`src/rtl/branch_target_buffer.sv`:
```
// Direct-mapped branch target buffer with per-entry saturating direction counters.
// Lookup is combinational from the table registers; training comes from the execute stage.
module branch_target_buffer #(
    parameter int ENTRIES = 16,
    parameter int CTR_W   = 2,
    parameter int CNT_W   = 32,
    localparam int IDX_W  = $clog2(ENTRIES),
    localparam int TAG_W  = 30 - IDX_W
) (
    input  logic             CLK,
    input  logic             RST,
    input  logic             lk_valid,
    input  logic [31:0]      lk_pc,
    output logic             pred_hit,
    output logic             pred_taken,
    output logic [31:0]      pred_npc,
    input  logic             up_valid,
    input  logic [31:0]      up_pc,
    input  logic             up_taken,
    input  logic [31:0]      up_target,
    input  logic             up_mispredict,
    input  logic             flush,
    output logic [CNT_W-1:0] lookup_cnt,
    output logic [CNT_W-1:0] mispred_cnt
);

    localparam logic [CTR_W-1:0] CTR_WEAK = CTR_W'(1) << (CTR_W - 1);
    localparam logic [CTR_W-1:0] CTR_MAX  = {CTR_W{1'b1}};
    localparam logic [CTR_W-1:0] CTR_MIN  = {CTR_W{1'b0}};

    logic [ENTRIES-1:0] valid_r;
    logic [TAG_W-1:0]   tag_r    [ENTRIES];
    logic [31:0]        target_r [ENTRIES];
    logic [CTR_W-1:0]   ctr_r    [ENTRIES];
    logic [CNT_W-1:0]   lookup_cnt_r;
    logic [CNT_W-1:0]   mispred_cnt_r;

    logic [IDX_W-1:0]   lk_idx_s;
    logic [TAG_W-1:0]   lk_tag_s;
    logic [IDX_W-1:0]   up_idx_s;
    logic [TAG_W-1:0]   up_tag_s;
    logic               up_hit_s;
    logic [CTR_W-1:0]   up_ctr_s;
    logic               unused_pc_bits_s;

    assign lk_idx_s = lk_pc[IDX_W+1:2];
    assign lk_tag_s = lk_pc[31:IDX_W+2];
    assign up_idx_s = up_pc[IDX_W+1:2];
    assign up_tag_s = up_pc[31:IDX_W+2];
    assign unused_pc_bits_s = ^{lk_pc[1:0], up_pc[1:0]};

    // Prediction: reads the pre-update table state, so same-index updates appear next cycle.
    always_comb begin
        pred_hit   = 1'b0;
        pred_taken = 1'b0;
        pred_npc   = lk_pc + 32'd4;
        if (valid_r[lk_idx_s] && (tag_r[lk_idx_s] == lk_tag_s)) begin
            pred_hit = 1'b1;
            if (ctr_r[lk_idx_s][CTR_W-1]) begin
                pred_taken = 1'b1;
                pred_npc   = target_r[lk_idx_s];
            end else begin
                pred_taken = 1'b0;
            end
        end else begin
            pred_hit = 1'b0;
        end
    end

    // Training: hit detection and saturating counter step for the resolved branch.
    always_comb begin
        up_hit_s = valid_r[up_idx_s] && (tag_r[up_idx_s] == up_tag_s);
        up_ctr_s = ctr_r[up_idx_s];
        if (up_taken) begin
            if (ctr_r[up_idx_s] != CTR_MAX) begin
                up_ctr_s = ctr_r[up_idx_s] + CTR_W'(1);
            end else begin
                up_ctr_s = CTR_MAX;
            end
        end else begin
            if (ctr_r[up_idx_s] != CTR_MIN) begin
                up_ctr_s = ctr_r[up_idx_s] - CTR_W'(1);
            end else begin
                up_ctr_s = CTR_MIN;
            end
        end
    end

    // Table state: reset, flush (wins over training), then hit-update or taken-miss allocation.
    always_ff @(posedge CLK) begin
        if (RST) begin
            valid_r <= '0;
            for (int i = 0; i < ENTRIES; i++) begin
                tag_r[i]    <= '0;
                target_r[i] <= 32'd0;
                ctr_r[i]    <= CTR_WEAK;
            end
        end else if (flush) begin
            valid_r <= '0;
        end else if (up_valid) begin
            if (up_hit_s) begin
                ctr_r[up_idx_s] <= up_ctr_s;
                if (up_taken) begin
                    target_r[up_idx_s] <= up_target;
                end
            end else if (up_taken) begin
                valid_r[up_idx_s]  <= 1'b1;
                tag_r[up_idx_s]    <= up_tag_s;
                target_r[up_idx_s] <= up_target;
                ctr_r[up_idx_s]    <= CTR_WEAK;
            end
        end
    end

    // Performance counters: wrap naturally, untouched by flush.
    always_ff @(posedge CLK) begin
        if (RST) begin
            lookup_cnt_r  <= '0;
            mispred_cnt_r <= '0;
        end else begin
            if (lk_valid) begin
                lookup_cnt_r <= lookup_cnt_r + CNT_W'(1);
            end
            if (up_valid && up_mispredict) begin
                mispred_cnt_r <= mispred_cnt_r + CNT_W'(1);
            end
        end
    end

    assign lookup_cnt  = lookup_cnt_r;
    assign mispred_cnt = mispred_cnt_r;

endmodule

```
`config.mk`:
```
export PLATFORM = sky130hd
export DESIGN_NAME = branch_target_buffer
export DESIGN_NICKNAME = d
export VERILOG_FILES = /design/src/rtl/branch_target_buffer.sv
export SDC_FILE = /design/constraint.sdc
export NUM_CORES = 2
export LEC_CHECK = 0
export BUFFER_PORTS_ARGS = -buffer_cell sky130_fd_sc_hd__clkbuf_2
export CAP_MARGIN = 20
export CORE_MARGIN = 5
export CORE_UTILIZATION = 25
export DETAILED_ROUTE_END_ITERATION = 8
export GPL_TIMING_DRIVEN = 0
export PLACE_DENSITY = 0.43
export SETUP_SLACK_MARGIN = 0.3
export SLEW_MARGIN = 20
export SYNTH_ARGS = -nofsm -noshare
export SYNTH_HDL_FRONTEND = slang
export SYNTH_SLANG_ARGS = --single-unit
export TNS_END_PERCENT = 30
```
`constraint.sdc`:
```
create_clock -name CLK -period 5.8 [get_ports CLK]
set_clock_uncertainty 0.15 [all_clocks]
set_input_delay 1.16 -clock CLK [delete_from_list [all_inputs] [get_ports CLK]]
set_output_delay 1.16 -clock CLK [all_outputs]
set_load 0.05 [all_outputs]
```
==> impl_metrics.toml <==
[run_status]
run_status = "complete, but fails checks"
violations_in_the_final_reports = "negative setup slack"

[worst_setup_path]
regToRegEndpoint = "tag_r[10][14]"
critPathArrivalTime_ns = 5.17
critPathRequiredTime_ns = 4.49
crit_slowest_cell = "sky130_fd_sc_hd__or4_4"
path_class = "primary input to output pin"
worst_r2r_startpoint = "tag_r[6][14]"
crit_path_start = "lk_pc[3]"
setup.worst_path.end = "pred_npc[3]"
series_of_cell_instances_along_the_critical_path = "clkbuf_16, buf_8, buf_12, buf_12, buf_12, buf_6, mux4_2, a22o_1, a221oi_4, xnor2_2, or4b_1, or4_4, buf_12, buf_12, mux2_4, clkbuf_16"
rrSetupSlack_ns = 0.94
reg2regPathDepth = 10
timing.critical_path.mode_cell = "sky130_fd_sc_hd__buf_12"
critical_path_peak_fanout = 7
critical-path-max-stage-delay_ns = 0.59
crit_path_end_kind = "output pin"
critical_path.startpoint_type = "primary input"

[placed_design]
hpwlAfterDp_mm = 180
routabilityCongestion = 0.943
io_buffers = 168
placedCellCount = 6715

[clock_network]
clock-root-buffer = "sky130_fd_sc_hd__clkbuf_16"
cts_tree = "done"
ctsLongestPathBuffers = 3
clkSlewWorstSetupHoldPaths_ns = 0.05
hold_buffers = 0
numClockSinks = 1040
cts_inserted_buffers = 131
cts_htree_levels = 4
worstSkewPairLatency_ns = 0.82

[timing]
timing.slew.headroom = 0.132
setup_viol = 33
timing.setup.tns_ns = -19.79
slew_violations = 0
worst-slew-pin-transition_ns = 1.30
timing.final.ws_setup_ns = -0.680
period_needed_ns = 6.48
upper_clock_frequency_limit_mhz = 154
final.period_utilization = 1.12
report.final.hold_viol_count = 0
rsz_0062_raised_after_global_routing = "true"

[final_layout]
post_route_cells_drive_above_1_share = 0.270
syn2layout_area_growth_pct = 21.8
post_layout_nonfiller_instances = 6996
fin_nets = 4163

[global_route]
grt_pass1_wl_mm = 348
global_route.usage.met1 = 0.303
gr-usage-all-layers = 0.228
first_global_vias = 38100
grt_start_max_net_pins = 33
groute.layer.met3.usage = 0.0668
grt.busiest_layer = "met2"
grt_util_met2 = 0.333
grt_antenna_before_repair = 26
gr_overflow_total = 0

[run]
max_cap_violations = 0

[power_and_ir_drop]
static-leakage-power_nw = 23.0
comb_power_share = 0.127
power.switching_w = 0.00516
irDropWorstVdd_mv = 0.314
power-per-cell-area_mw_per_mm2 = 295
clock_power_share = 0.420
seq_power_share = 0.453
p_sw_frac = 0.270
intPower_w = 0.0140

[synth]
mappedNetlistNets = 3786
synth_common_cells = "sky130_fd_sc_hd__edfxtp_1, sky130_fd_sc_hd__and3_1, sky130_fd_sc_hd__nor3b_1"
register_area_share_after_synthesis = 0.570
synth_cells = 3680
async_flop_share = 0
netlist_area_mm2 = 0.0534
synthDistinctLibCells = 68
total_of_warnings_raised_by_yosys = 0
ys_top_cells_by_area = "sky130_fd_sc_hd__edfxtp_1, sky130_fd_sc_hd__mux4_2, sky130_fd_sc_hd__and3_1"
synth.avg_cell_area_um2 = 14.5
yosys.area.top_type = "sky130_fd_sc_hd__edfxtp_1"
synthMostInstantiatedCell = "sky130_fd_sc_hd__edfxtp_1"
synth_edf_count = 960
dominantRegCellSynth = "sky130_fd_sc_hd__edfxtp_1"
yosys_register_bits = 1040
synth_top_area_share = 0.540

[drt]
vias = 38700
detailedRoute.firstIterationViolations = 5429
drt-total-wl_mm = 261
vias_per_cell = 5.52
drt_drc_violations_left = 0
detail_route.first_pass.iterations = 5
route.antenna.remaining_nets = 0
wl_per_cell_um = 37.3

[floorplanning]
fp.dieArea_mm2 = 0.223
core_region_area_mm2 = 0.212
rows = 169
fp.dieH_um = 472
initial_utilization = 0.251
num_io_pins = 201
die_w_um = 472

[min_path]
hold_path.class = "flop to flop"
min_path_cells = 2
[flip-flops by register name, indices dropped and copies added (netlist names)]
signal	cells
lookup_cnt	32
mispred_cnt	32
valid_r	16
ctr_r	32
target_r	512
tag_r	416
[repair_timing]
item | CTS | global route
endpoints found under the setup margin | 1552 | 440
gates resized for setup | 292 | 45
gates cloned | 2 | 1
buffers inserted | 25 | 2
pin swaps | 17 | 13
[layout by cell type (no fill, tap or decap), types with 44 or more instances in the layout]
cell and count:
sky130_fd_sc_hd__edfxtp_1 960, sky130_fd_sc_hd__clkbuf_16 144, sky130_fd_sc_hd__buf_4 61, sky130_fd_sc_hd__dfxtp_1 80, sky130_fd_sc_hd__clkbuf_1 257, sky130_fd_sc_hd__mux2i_1 115, sky130_fd_sc_hd__buf_2 44, sky130_fd_sc_hd__and3_1 496
sky130_fd_sc_hd__nand2_1 100, sky130_fd_sc_hd__nor2_1 94, sky130_fd_sc_hd__clkbuf_2 183, sky130_fd_sc_hd__mux4_2 352, sky130_fd_sc_hd__nor3b_1 403, sky130_fd_sc_hd__xnor2_1 71, sky130_fd_sc_hd__xor2_1 65
[stage by stage]
| stage | cell area, um2 | worst slack, ns | hold slack (ns) | utilization | power (W) |
|---|---|---|---|---|---|
| 3_5_place_dp | 59200 | -2.71 | 0.313 | 0.279 | 0.0111 |
| 4_1_cts | 64800 | -0.684 | 0.326 | 0.305 | 0.0192 |
| 3_3_place_gp | 57800 | -7.81 | 0.301 | 0.272 | 0.0110 |
| 5_1_grt | 65000 | -0.651 | 0.361 | 0.306 | 0.0196 |
| 2_1_floorplan | 53400 | -0.117 | 0.286 | - | 0.00996 |
| 6_report | 65000 | -0.680 | 0.321 | 0.306 | 0.0192 |
[power groups by stage]
stage	combinational (W)	clock, W	sequential, W
detailed placement	0.00223	0	0.00883
global route	0.00247	0.00842	0.00870
finish	0.00243	0.00804	0.00868
CTS	0.00237	0.00812	0.00867
floorplan	0.00118	0	0.00878
global placement	0.00213	0	0.00887
[metal layers]
metal	up-vias	wire, um
met2	2485	112000
met3	596	27000
met4	16	15800
li1	15200	-
met1	20300	106000
met5	-	89
[area by class of cell]
cell class              count  area, um2
clock buffers             171       3500
clock inverters            65        553
flip-flops and latches   1040      30400
plain buffers             428       2500
multi-input cells        2197      21700
diodes                     15       37.5
repair buffers            244       2750
fillers                 21400     147000
well taps                2821       3530
inverters                  15       56.3
[worst max-delay path, delay by kind of cell]
kind            cells  cell delay, ns
buf+inv             9            1.29
simple gates        2            1.11
mux                 2            0.85
compound gates      2            0.60
xor+xnor            1            0.11
[worst min path at each step]
stage	endpoint	startpoint	slack, ns
after floorplan	valid_r[10]	valid_r[10]	0.29
after global placement	valid_r[14]	valid_r[14]	0.30
after detailed placement	valid_r[15]	valid_r[15]	0.31
after CTS	valid_r[15]	valid_r[15]	0.33
after global routing	valid_r[11]	valid_r[11]	0.36
final	valid_r[15]	valid_r[15]	0.32
[cell families (layout without fill, tap and decap cells)]
kind of cell,after synthesis,after routing,share of synthesized area
adder cells (fa/ha/maj),5,5,0.00108
AO/OA/AOI/OAI,170,170,0.0219
XOR/XNOR,147,147,0.0241
flip-flops,1040,1040,0.570
AND/OR/NAND/NOR,1349,1349,0.158
other,0,15,0
buffers and inverters,443,923,0.0382
multiplexers,526,526,0.187
(Power assumes the default switching activity.)
